==> config.mk <==
export PLATFORM = sky130hd
export DESIGN_NAME = wb_port_arbiter_flat
export DESIGN_NICKNAME = d
export VERILOG_FILES = /design/src/rtl/wb_port_arbiter_pkg.sv /design/src/rtl/wb_port_arbiter_if.sv /design/src/rtl/wb_port_arbiter_lu_fifo.sv /design/src/rtl/wb_port_arbiter.sv /design/src/flat_wrapper.sv
export SDC_FILE = /design/constraint.sdc
export NUM_CORES = 1
export LEC_CHECK = 0
export ABC_AREA = 1
export ABC_CLOCK_PERIOD_IN_PS = 3500
export CORE_MARGIN = 10
export CORE_UTILIZATION = 46
export CTS_BUF_LIST = sky130_fd_sc_hd__clkbuf_8
export CTS_CLUSTER_DIAMETER = 200
export DETAILED_ROUTE_END_ITERATION = 8
export GPL_TIMING_DRIVEN = 0
export MAX_ROUTING_LAYER = met4
export PLACE_DENSITY_LB_ADDON = 0.12
export SLEW_MARGIN = 20
export SYNTH_ARGS = -nofsm -noshare
export SYNTH_HDL_FRONTEND = slang
export SYNTH_SLANG_ARGS = --single-unit
==> constraint.sdc <==
create_clock -name clk -period 3.5 [get_ports clk]
set_input_delay 0.875 -clock clk [delete_from_list [all_inputs] [get_ports clk]]
set_output_delay 0.875 -clock clk [all_outputs]
set_load 0.005 [all_outputs]
==> src/rtl/wb_port_arbiter_pkg.sv <==
// ============================================================================
// Module   : wb_port_arbiter_pkg
// Purpose  : Shared widths, types and helpers for the WB write-port arbiter.
// Revision : 1.0 - initial release
// ============================================================================
`default_nettype none

package wb_port_arbiter_pkg;

    localparam int INSTR_WIDTH = 32;
    localparam int REG_ADDR_W  = 5;
    localparam int REG_NUM     = 32;

    typedef logic [REG_ADDR_W-1:0]  reg_addr_t;
    typedef logic [INSTR_WIDTH-1:0] word_t;
    typedef logic [REG_NUM-1:0]     reg_mask_t;

    typedef struct packed {
        reg_addr_t addr;
        word_t     data;
    } lu_entry_t;

    function automatic reg_mask_t reg_onehot(input reg_addr_t a);
        return REG_NUM'(1) << a;
    endfunction

endpackage

`default_nettype wire

==> src/rtl/wb_port_arbiter_if.sv <==
// ============================================================================
// Module   : wb_port_arbiter_if
// Purpose  : WB stage / long-latency unit / register-file signals of the arbiter.
// Revision : 1.0 - initial release
// ============================================================================
`default_nettype none

interface wb_port_arbiter_if;
    import wb_port_arbiter_pkg::*;

    logic      pipe_w_ena;
    reg_addr_t pipe_addr;
    word_t     pipe_data;
    logic      lu_valid;
    logic      lu_ready;
    reg_addr_t lu_addr;
    word_t     lu_data;
    logic      pipe_stall;
    logic      rf_w_ena;
    reg_addr_t rf_addr;
    word_t     rf_data;
    reg_mask_t pend_mask;

    modport slave (
        input  pipe_w_ena, pipe_addr, pipe_data, lu_valid, lu_addr, lu_data,
        output lu_ready, pipe_stall, rf_w_ena, rf_addr, rf_data, pend_mask
    );

    modport master (
        output pipe_w_ena, pipe_addr, pipe_data, lu_valid, lu_addr, lu_data,
        input  lu_ready, pipe_stall, rf_w_ena, rf_addr, rf_data, pend_mask
    );

endinterface

`default_nettype wire

==> src/rtl/wb_port_arbiter_lu_fifo.sv <==
// ============================================================================
// Module   : wb_lu_fifo
// Purpose  : Small in-order FIFO of LU results with per-entry valid/addr taps.
// Revision : 1.0 - initial release
// ============================================================================
`default_nettype none

module wb_lu_fifo
    import wb_port_arbiter_pkg::*;
#(
    parameter int DEPTH = 2
) (
    input  wire logic                   clk,
    input  wire logic                   rst,
    input  wire logic                   i_push,
    input  wire lu_entry_t              i_push_entry,
    input  wire logic                   i_pop,
    output lu_entry_t                   o_head,
    output logic                        o_full,
    output logic                        o_empty,
    output logic      [DEPTH-1:0]       o_ent_valid,
    output reg_addr_t [DEPTH-1:0]       o_ent_addr
);

    localparam int PTR_W = $clog2(DEPTH);
    localparam int CNT_W = PTR_W + 1;

    lu_entry_t         r_mem [DEPTH];
    logic [DEPTH-1:0]  r_valid;
    logic [PTR_W-1:0]  r_wr_ptr;
    logic [PTR_W-1:0]  r_rd_ptr;
    logic [CNT_W-1:0]  r_count;

    logic w_push;
    logic w_pop;

    assign o_full  = (r_count == CNT_W'(DEPTH));
    assign o_empty = (r_count == '0);
    assign w_push  = i_push & ~o_full;
    assign w_pop   = i_pop & ~o_empty;
    assign o_head  = r_mem[r_rd_ptr];
    assign o_ent_valid = r_valid;

    generate
        for (genvar i = 0; i < DEPTH; i++) begin : g_ent
            assign o_ent_addr[i] = r_mem[i].addr;
        end
    endgenerate

    // Storage carries no reset; r_valid alone decides what is live.
    always_ff @(posedge clk) begin
        if (w_push) begin
            r_mem[r_wr_ptr] <= i_push_entry;
        end
    end

    always_ff @(posedge clk or posedge rst) begin
        if (rst) begin
            r_wr_ptr <= '0;
            r_rd_ptr <= '0;
            r_count  <= '0;
            r_valid  <= '0;
        end else begin
            if (w_pop) begin
                r_rd_ptr          <= r_rd_ptr + PTR_W'(1);
                r_valid[r_rd_ptr] <= 1'b0;
            end
            if (w_push) begin
                r_wr_ptr          <= r_wr_ptr + PTR_W'(1);
                r_valid[r_wr_ptr] <= 1'b1;
            end
            case ({w_push, w_pop})
                2'b10:   r_count <= r_count + CNT_W'(1);
                2'b01:   r_count <= r_count - CNT_W'(1);
                default: r_count <= r_count;
            endcase
        end
    end

endmodule

`default_nettype wire

==> src/rtl/wb_port_arbiter.sv <==
// ============================================================================
// Module   : wb_port_arbiter
// Purpose  : Shares the register-file write port between WB and queued LU results.
// Revision : 1.0 - initial release
// ============================================================================
`default_nettype none

module wb_port_arbiter
    import wb_port_arbiter_pkg::*;
#(
    parameter int DEPTH    = 2,
    parameter int MAX_WAIT = 4
) (
    input  wire logic         clk,
    input  wire logic         rst,
    wb_port_arbiter_if.slave  bus
);

    localparam int WAIT_W = $clog2(MAX_WAIT + 1);
    localparam logic [WAIT_W-1:0] C_MAX_WAIT = WAIT_W'(MAX_WAIT);

    lu_entry_t             w_head;
    lu_entry_t             w_push_entry;
    logic                  w_full;
    logic                  w_empty;
    logic [DEPTH-1:0]      w_ent_valid;
    reg_addr_t [DEPTH-1:0] w_ent_addr;

    logic                  w_push;
    logic                  w_slot_busy;
    logic                  w_force;
    logic                  w_drain;
    reg_mask_t             w_pend;
    logic [WAIT_W-1:0]     r_wait_cnt;

    // A handshake to $0 completes but never occupies a FIFO slot.
    assign w_push       = bus.lu_valid & ~w_full & (bus.lu_addr != '0);
    assign w_push_entry = '{addr: bus.lu_addr, data: bus.lu_data};
    assign bus.lu_ready = ~w_full;

    wb_lu_fifo #(
        .DEPTH (DEPTH)
    ) u_fifo (
        .clk          (clk),
        .rst          (rst),
        .i_push       (w_push),
        .i_push_entry (w_push_entry),
        .i_pop        (w_drain),
        .o_head       (w_head),
        .o_full       (w_full),
        .o_empty      (w_empty),
        .o_ent_valid  (w_ent_valid),
        .o_ent_addr   (w_ent_addr)
    );

    assign w_slot_busy = bus.pipe_w_ena & (bus.pipe_addr != '0);
    assign w_force     = ~w_empty & (r_wait_cnt == C_MAX_WAIT);
    assign w_drain     = ~w_empty & (~w_slot_busy | w_force);

    always_comb begin
        bus.rf_w_ena   = w_slot_busy;
        bus.rf_addr    = bus.pipe_addr;
        bus.rf_data    = bus.pipe_data;
        bus.pipe_stall = w_force & w_slot_busy;
        if (w_drain) begin
            bus.rf_w_ena = 1'b1;
            bus.rf_addr  = w_head.addr;
            bus.rf_data  = w_head.data;
        end
    end

    always_ff @(posedge clk or posedge rst) begin
        if (rst) begin
            r_wait_cnt <= '0;
        end else if (w_empty || w_drain) begin
            r_wait_cnt <= '0;
        end else if (r_wait_cnt != C_MAX_WAIT) begin
            r_wait_cnt <= r_wait_cnt + WAIT_W'(1);
        end
    end

    always_comb begin
        w_pend = '0;
        for (int i = 0; i < DEPTH; i++) begin
            if (w_ent_valid[i]) begin
                w_pend = w_pend | reg_onehot(w_ent_addr[i]);
            end
        end
        w_pend[0] = 1'b0;
    end

    assign bus.pend_mask = w_pend;

endmodule

`default_nettype wire

==> src/flat_wrapper.sv <==
// flat-port wrapper written by rule: the top's interface ports become plain ports
module wb_port_arbiter_flat import wb_port_arbiter_pkg::*;
#(
    parameter int DEPTH    = 2,
    parameter int MAX_WAIT = 4
)
  (clk, rst, bus_pipe_w_ena, bus_pipe_addr, bus_pipe_data, bus_lu_valid, bus_lu_addr, bus_lu_data, bus_lu_ready, bus_pipe_stall, bus_rf_w_ena, bus_rf_addr, bus_rf_data, bus_pend_mask);
  wb_port_arbiter_if bus_i ();
  input  wire logic clk;
  input  wire logic rst;
  input wire logic [$bits(bus_i.pipe_w_ena)-1:0] bus_pipe_w_ena;
  input wire logic [$bits(bus_i.pipe_addr)-1:0] bus_pipe_addr;
  input wire logic [$bits(bus_i.pipe_data)-1:0] bus_pipe_data;
  input wire logic [$bits(bus_i.lu_valid)-1:0] bus_lu_valid;
  input wire logic [$bits(bus_i.lu_addr)-1:0] bus_lu_addr;
  input wire logic [$bits(bus_i.lu_data)-1:0] bus_lu_data;
  output wire logic [$bits(bus_i.lu_ready)-1:0] bus_lu_ready;
  output wire logic [$bits(bus_i.pipe_stall)-1:0] bus_pipe_stall;
  output wire logic [$bits(bus_i.rf_w_ena)-1:0] bus_rf_w_ena;
  output wire logic [$bits(bus_i.rf_addr)-1:0] bus_rf_addr;
  output wire logic [$bits(bus_i.rf_data)-1:0] bus_rf_data;
  output wire logic [$bits(bus_i.pend_mask)-1:0] bus_pend_mask;
  assign bus_i.pipe_w_ena = bus_pipe_w_ena;
  assign bus_i.pipe_addr = bus_pipe_addr;
  assign bus_i.pipe_data = bus_pipe_data;
  assign bus_i.lu_valid = bus_lu_valid;
  assign bus_i.lu_addr = bus_lu_addr;
  assign bus_i.lu_data = bus_lu_data;
  assign bus_lu_ready = bus_i.lu_ready;
  assign bus_pipe_stall = bus_i.pipe_stall;
  assign bus_rf_w_ena = bus_i.rf_w_ena;
  assign bus_rf_addr = bus_i.rf_addr;
  assign bus_rf_data = bus_i.rf_data;
  assign bus_pend_mask = bus_i.pend_mask;
  wb_port_arbiter #(.DEPTH(DEPTH), .MAX_WAIT(MAX_WAIT)) u_core (.clk(clk), .rst(rst), .bus(bus_i));
endmodule
==> impl_results.md, run 1 <==
* WHS Endpoint: u_core.r_wait_cnt[0]
* Skew final at 0.0179 ns
* Tcrit/Tclk final at 97.3%
* #FFs+latches synth at 83
* Yosys warnings at 0
* Largest net degree at the start of global routing at 26
* Commonest non-fill, non-tap cell in the layout: clkdlybuf4s50_1
* Final Hold Fails at 0
* Final setup fails at 0
* DR vias at approximately 3,400
* Most frequent cells in the layout: clkdlybuf4s50_1, nand2_1, edfxtp_1
* R2r setup slk at between 1 and 1.5 ns
* Most frequent CP cell: clkdlybuf4s50_1
* ANT cells at 0
* Vias in the first global route at 3,645
* Hold-fix buffers, CTS at 0
* Cells after Synth at 396
* GPL Wtd Cong at 0.921
* Initial antenna violation count at 0
* Reg2Reg Depth at 13
* Via-to-Cell Ratio at 5.11
* Share of cells above drive strength 1 at a little under 10%
* DIE HEIGHT at about 110 µm
* Slowest CP cell: clkdlybuf4s50_1
* Worst Setup End Kind: output pin
* CTS tree: built
* PortBufs at approximately 150
* Area Growth Syn to Fin at 47.6%
* Least-Margin Pin Slew at 0.835 ns
* Multi-input gate area at approximately 1500 µm²
* Reg clk slew, reported paths at roughly 0.080 ns
* Synthesized area at 4110 µm²
* NumNets Final at 643
* Run status: finished, final reports clean
* First-pass GRT wire length at 17,900 µm
* HPWL Detailed at just under 9000 µm
* Setup WS post-layout at 0.0949 ns
* Initial drt markers at 189
* Hold Crit Class: reg -> reg
* Core area at between 8000 and 9000 µm²
* Final Util at 69.5%
* Startpoint Class: input pin
* Pwr Density at 629 nW/µm²
* RSZ-0062 raised after global routing: false
* Syn nets at 477
* Total Routed Length at 11,700 µm
* HP Start: u_core.r_wait_cnt[0]
* Fill cells at 678
* Cell count of the worst hold path at 1
* Clock latency on the worst-skew pair at 0.34 ns
* CP required at 2.62 ns
* H-Tree Depth at 3
* Clk root buf: clkbuf_8
* Pre-Repair DR Iteration Count at 5
* P_leak at 0.00246 µW
* Distinct cells, synth at 29
* Worst path cell trace: clkdlybuf4s50_1 > inv_1 > nand3_2 > nand3_4 > nand2_4 > buf_8 > nand2_1 > o21ai_2 > clkdlybuf4s50_1
* # DRC at 0
* GRT Total Usage at 17.5%
* TritonCTS buffer count at 9
* Register area at 2450 µm²
* Clock sink count at 83
* Io pins at 150
* Max-cap violation count at 0
* Bufs and invs on worst path at 4
* Crit path largest cell delay at around 0.52 ns
* CP Data Arrival Time at ~2.5 ns
* RR Startpoint: u_core.r_wait_cnt[0]
* Fin Hold WS at 0.469 ns
* Crit-path leading delay family: buffers and inverters
* Largest vdd supply drop at 0.350 mV
* GRT Residual Overflow at 0
* Drt wl/cell at 17.3 µm
* Fmax at just under 300 MHz
* Crit Path Max Fanout at 7
* Clock Path Buffers at 2
* Max-slew headroom at between 40% and 50%
* Initial Util at 47.1%
* RR Endpoint: u_core.u_fifo.r_count[1]
* Die ar. at 13,100 µm²
* Avg Cell Area, Syn at roughly 10 µm²
* Max-slew violations at 0
* Minimum clock period at 3.41 ns
* Width of the die at 114 µm
* DRT antenna net count at 0
* Worst setup startpoint: bus_pipe_addr[4]
* CP Class: in -> out
* Pre-CTS setup slack at -0.258 ns
* Num rows at 34
* Seq/Total Area, Yosys at around three fifths
-- flip-flops by register name, summed over array words and instances (netlist names) --
name	cells
u_core.r_wait_cnt	3
u_core.u_fifo.r_wr_ptr	1
u_core.u_fifo.r_rd_ptr	1
u_core.u_fifo.r_count	2
u_core.u_fifo.r_mem	74
u_core.u_fifo.o_ent_valid	2
-- what timing repair did --
action | CTS | global route
gates resized for setup | 46 | 7
setup endpoints to repair | 37 | 11
pin swaps | 1 | 3
buffers inserted | 3 | 2
-- final cells by class --
class | count | area share, %
plain buffers | 16 | 2.08
clock buffers | 10 | 2.27
clock inverters | 6 | 1.44
inverters | 32 | 1.98
multi-input cells | 265 | 24.3
flip-flops and latches | 83 | 40.4
well taps | 108 | 2.23
repair buffers | 155 | 25.4
-- worst register-to-register path: cells and delay by family, from the launching register on --
| kind | cells | cell delay [ns] |
|---|---|---|
| buffers and inverters | 4 | 0.44 |
| xor gates and xnor gates | 1 | 0.15 |
| DFF | 1 | 0.38 |
| and+or+nand+nor | 4 | 0.35 |
| AOI/OAI and AO/OA | 2 | 0.23 |
| adders and majority gates | 2 | 0.51 |
-- cells in the mapped netlist --
library cell / number / area, µm²
o32ai_1: 1 / 8.76
o21ai_2: 10 / 87.6
ha_1: 3 / 37.5
inv_1: 29 / 109
buf_4: 1 / 7.51
buf_2: 5 / 25.0
clkbuf_1: 4 / 15.0
conb_1: 1 / 3.75
o21ai_0: 55 / 275
nand3_2: 1 / 10.0
clkinv_1: 1 / 3.75
clkbuf_2: 1 / 5.00
nand4_1: 2 / 12.5
nor3_1: 9 / 45.0
mux2i_1: 32 / 320
nor2_1: 20 / 75.1
xor2_1: 1 / 8.76
buf_6: 5 / 56.3
xnor2_1: 2 / 17.5
nand3_1: 13 / 65.1
a21boi_0: 1 / 7.51
dfrtp_1: 9 / 225
nand2_1: 102 / 383
edfxtp_1: 74 / 2220
nand2_4: 2 / 22.5
o21ai_1: 8 / 40.0
inv_2: 2 / 7.51
nand2_2: 1 / 6.26
a21oi_1: 1 / 5.00
-- routing by layer --
metal	share of wire, %	up-vias	GRT usage (%)
li1	-	1697	-
met1	42	1620	21.3
met2	49	129	28.0
met3	7.8	2	5.66
met4	0.40	0	3.51
met5	0	-	-
-- how the worst max path moves through the flow --
stage          slack, ns                         end  cells after the start
2_1_floorplan       0.32   u_core.u_fifo.r_mem[0][0]                      3
3_3_place_gp       -1.23  u_core.u_fifo.r_mem[1][23]                      4
3_5_place_dp       -0.26              bus_rf_addr[0]                      8
4_1_cts            0.003              bus_rf_addr[0]                      8
5_1_grt             0.01              bus_rf_addr[0]                      9
6_report            0.09              bus_rf_addr[0]                      9
-- cell families after synthesis --
family / share of synthesized area (%)
simple gates: 15.1
compound gates: 10.3
buf+inv: 5.57
fa+ha+maj: 0.914
mux: 7.80
other cells: 0.0913
flops: 59.6
xor+xnor: 0.640
-- power breakdown --
group | internal, µW | switching [µW] | leakage, µW | total, µW
sequential | 1350 | 100 | 0.000797 | 1450
clock | 422 | 342 | 0.000110 | 764
combinational | 722 | 879 | 0.00156 | 1600
total | 2490 | 1320 | 0.00246 | 3810
-- stage by stage --
| stage | TNS, ns | instances | cell area (µm²) | total power, µW |
|---|---|---|---|---|
| after CTS | 0 | 673 | 6030 | 3850 |
| after floorplan | 0 | 396 | 4110 | 2330 |
| after global placement | -96.89 | 652 | 5720 | 3090 |
| after detailed placement | -5.60 | 654 | 5780 | 3160 |
| after global routing | 0 | 675 | 6060 | 4070 |
| final | 0 | 675 | 6060 | 3810 |
Note: power is estimated with default switching activity, not from simulation.
==> run 2: changes to the inputs <==
--- a/config.mk
+++ b/config.mk
@@ -7,6 +7,7 @@
 export LEC_CHECK = 0
 export ABC_AREA = 1
 export ABC_CLOCK_PERIOD_IN_PS = 3500
+export CAP_MARGIN = 0
 export CORE_MARGIN = 10
 export CORE_UTILIZATION = 46
 export CTS_BUF_LIST = sky130_fd_sc_hd__clkbuf_8
@@ -15,7 +16,7 @@
 export GPL_TIMING_DRIVEN = 0
 export MAX_ROUTING_LAYER = met4
 export PLACE_DENSITY_LB_ADDON = 0.12
-export SLEW_MARGIN = 20
+export SLEW_MARGIN = 30
 export SYNTH_ARGS = -nofsm -noshare
 export SYNTH_HDL_FRONTEND = slang
 export SYNTH_SLANG_ARGS = --single-unit
==> run 2 against run 1 <==
  * Setup slack better by 0.047 ns
  * Largest cell class unchanged
  * Largest power group unchanged
  * Critical endpoint is now bus_rf_data[8]
  * Die area stayed put
  * Register-to-register slack hardly changed
  * First-iteration DRC count is 25% higher
  * Power is 0.31% lower
  * Utilization hardly changed
  * Clock-buffer cell count is 1 lower
  * Maximum frequency is 1.4% higher
  * Critical path depth is 2 higher
  * Clock skew is 0.0047 ns lower
  * Clock power is 2% lower
  * Highest routed layer unchanged
==> impl_results.md, run 2 (synthesized netlist as in run 1, its figures left out) <==
* Run status: finished, final reports clean
* Minimum clock period at 3.36 ns (-0.0471 ns)
* Final setup fails at 0 (unchanged)
* Internal power at 2480 µW (-0.65%)
* DIE HEIGHT at 114 µm (unchanged)
* Skew final at 0.0133 ns (-0.00467 ns)
* Clock Path Buffers at 2 (unchanged)
* Max-slew headroom at 39.7% (-4.2 points)
* Setup WS post-layout at 0.142 ns (+0.0471 ns)
* Core area at 8720 µm² (unchanged)
* PortBufs at 148 (unchanged)
* DR vias at 3,468 (+0.58%)
* CP Class: in -> out
* RR Endpoint: u_core.u_fifo.r_count[1]
* Clock latency on the worst-skew pair at 0.34 ns (about the same)
* Reg2Reg Depth at 13 (unchanged)
* Hold-fix buffers, CTS at 0 (unchanged)
* NumNets Final at 643 (unchanged)
* Largest vdd supply drop at 0.378 mV (+7.9%)
* Placed cell areas at 5790 µm² (+0.26%)
* Initial Util at 47.1% (unchanged)
* Most frequent cells in the layout: clkdlybuf4s50_1, nand2_1, edfxtp_1
* Total Routed Length at 11,700 µm (-0.11%)
* ANT cells at 0 (unchanged)
* RSZ-0062 raised after global routing: false
* GRT Total Usage at 17.5% (-0.032 points)
* Worst Setup End Kind: output pin
* Drt wl/cell at 17.3 µm (about the same)
* TritonCTS buffer count at 9 (unchanged)
* Top Registers: u_core.u_fifo.r_mem x74, u_core.r_wait_cnt x3
* GPL Wtd Cong at 0.921 (unchanged)
* Non-Filler Instances at 674 (-0.15%)
* Multi-input gate area at 1470 µm² (unchanged)
* CP required at 2.62 ns (about the same)
* Fmax at 298 MHz (+1.4%)
* H-Tree Depth at 3 (unchanged)
* Register area at 2450 µm² (unchanged)
* Initial antenna violation count at 0 (unchanged)
* HP Start: u_core.r_wait_cnt[0]
* Pwr Density at 627 nW/µm² (-0.29%)
* Commonest non-fill, non-tap cell in the layout: clkdlybuf4s50_1
* Largest net degree at the start of global routing at 21 (-19%)
* Final Hold Fails at 0 (unchanged)
* CP Data Arrival Time at 2.48 ns (-0.05 ns)
* Switching share of power at 34.9% (+0.22 points)
* Area Growth Syn to Fin at 47.5% (about the same)
* # DRC at 0 (unchanged)
* Via-to-Cell Ratio at 5.15 (+0.73%)
* Cell count of the worst hold path at 1 (unchanged)
* Io pins at 150 (unchanged)
* Logic pwr share at 42.2% (+0.2 points)
* Width of the die at 114 µm (unchanged)
* P_leak at 0.00249 µW (+1.1%)
* Crit Path Max Fanout at 10 (+3)
* Largest reg by FF count: u_core.u_fifo.r_mem
* Pre-CTS setup slack at -0.274 ns (-0.0158 ns)
* Tcrit/Tclk final at 95.9% (-1.3 points)
* Fin area at 6060 µm² (about the same)
* Clock sink count at 83 (unchanged)
* Max-cap violation count at 0 (unchanged)
* First-pass GRT wire length at 18,000 µm (+0.31%)
* Fin Hold WS at 0.474 ns (+0.00487 ns)
* Max-slew violations at 0 (unchanged)
* Least-Margin Pin Slew at 0.898 ns (+0.0631 ns)
* Pre-Repair DR Iteration Count at 4 (-1)
* WHS Endpoint: u_core.r_wait_cnt[0]
* Placed Cells at 654 (unchanged)
* DRT antenna net count at 0 (unchanged)
* Initial drt markers at 236 (+25%)
* Reg clk slew, reported paths at 0.08 ns (about the same)
* Die ar. at 13,100 µm² (unchanged)
* Hold Crit Class: reg -> reg
* HPWL Detailed at 9010 µm (+0.70%)
* Vias in the first global route at 3,639 (-0.16%)
* Max FFs per register at 74 (unchanged)
* CTS tree: built
* Reg power frac at 38.1% (about the same)
* RR Startpoint: u_core.r_wait_cnt[0]
* R2r setup slk at 1.30 ns (about the same)
* Startpoint Class: input pin
* GRT Residual Overflow at 0 (unchanged)
* Power share of the clock group at 19.6% (-0.4 points)
* Clk root buf: clkbuf_8
* Num rows at 34 (unchanged)
* Share of cells above drive strength 1 at 9.72% (-0.16 points)
* NetSw at 1330 µW (+0.33%)
* Fill cells at 687 (+1.3%)
==> run 2: changes by cell type in the layout (fill, tap and decap cells not counted), sizes merged <==
| cell | change |
|---|---|
| dlymetal6s2s | +3 |
| inv | +1 |
| clkinvlp | -1 |
| clkdlybuf4s50 | -1 |
| clkdlybuf4s15 | -1 |
| dlygate4sd2 | -1 |
| clkbuf | -1 |
==> run 2: worst max path at each step <==
stage                                start  slack [ns]                    endpoint  cells after the start
after floorplan               bus_lu_valid        0.32   u_core.u_fifo.r_mem[0][0]                      3
after global placement        bus_lu_valid       -1.23  u_core.u_fifo.r_mem[1][23]                      4
after detailed placement  bus_pipe_addr[0]       -0.27              bus_rf_addr[0]                      8
after CTS                 bus_pipe_addr[0]       -0.06             bus_rf_data[13]                      9
after global routing      bus_pipe_addr[4]        0.03              bus_rf_data[1]                     11
final                     bus_pipe_addr[4]        0.14              bus_rf_data[8]                     11
==> run 2: cell type report <==
| type | instances | share of cell area [%] |
|---|---|---|
| Tap cell | 108 | 2.23 |
| Clock inverter | 6 | 1.47 |
| Buffer | 16 | 2.09 |
| Multi-Input combinational cell | 265 | 24.3 |
| Sequential cell | 83 | 40.4 |
| Timing Repair Buffer | 155 | 25.6 |
| Clock buffer | 9 | 2.04 |
| Inverter | 32 | 1.98 |
==> run 2: routing by layer <==
layer  vias to the layer above  track usage (%)  routed length (µm)
met2                       134             28.4                5770
met3                         9             5.97                 961
li1                       1695                -                   -
met5                         -                -                   0
met1                      1630             20.7                4840
met4                         0             3.51                  87
==> run 2: timing repair <==
item | 4_1_cts | 5_1_grt
setup buffers | 2 | 3
gates resized for setup | 45 | 8
pin swaps | 0 | 3
setup endpoints to repair | 37 | 13
==> run 2: critical path, cell delays in order <==
cell	delay, ns
clkdlybuf4s50_1	0.49
inv_1	0.05
nand3_2	0.10
nand3_4	0.09
nand2_4	0.10
buf_8	0.14
buf_4	0.11
buf_6	0.13
nand2_1	0.05
o21ai_0	0.06
dlygate4sd2_1	0.28
==> run 2: power groups by stage <==
stage                     clock [µW]  combinational [µW]  sequential [µW]
after CTS                        756                1640             1450
after floorplan                    0                 882             1450
final                            747                1600             1450
after global routing             803                1770             1470
after detailed placement           0                1700             1470
after global placement             0                1620             1470
==> run 2: metrics by stage <==
stage               setup TNS [ns]  utilization (%)  total power (µW)
global placement            -96.89             65.6              3090
global route                     0             69.5              4050
detailed placement           -5.49             66.4              3170
finish                           0             69.5              3800
floorplan                        0                -              2330
CTS                        -0.0585             69.0              3840
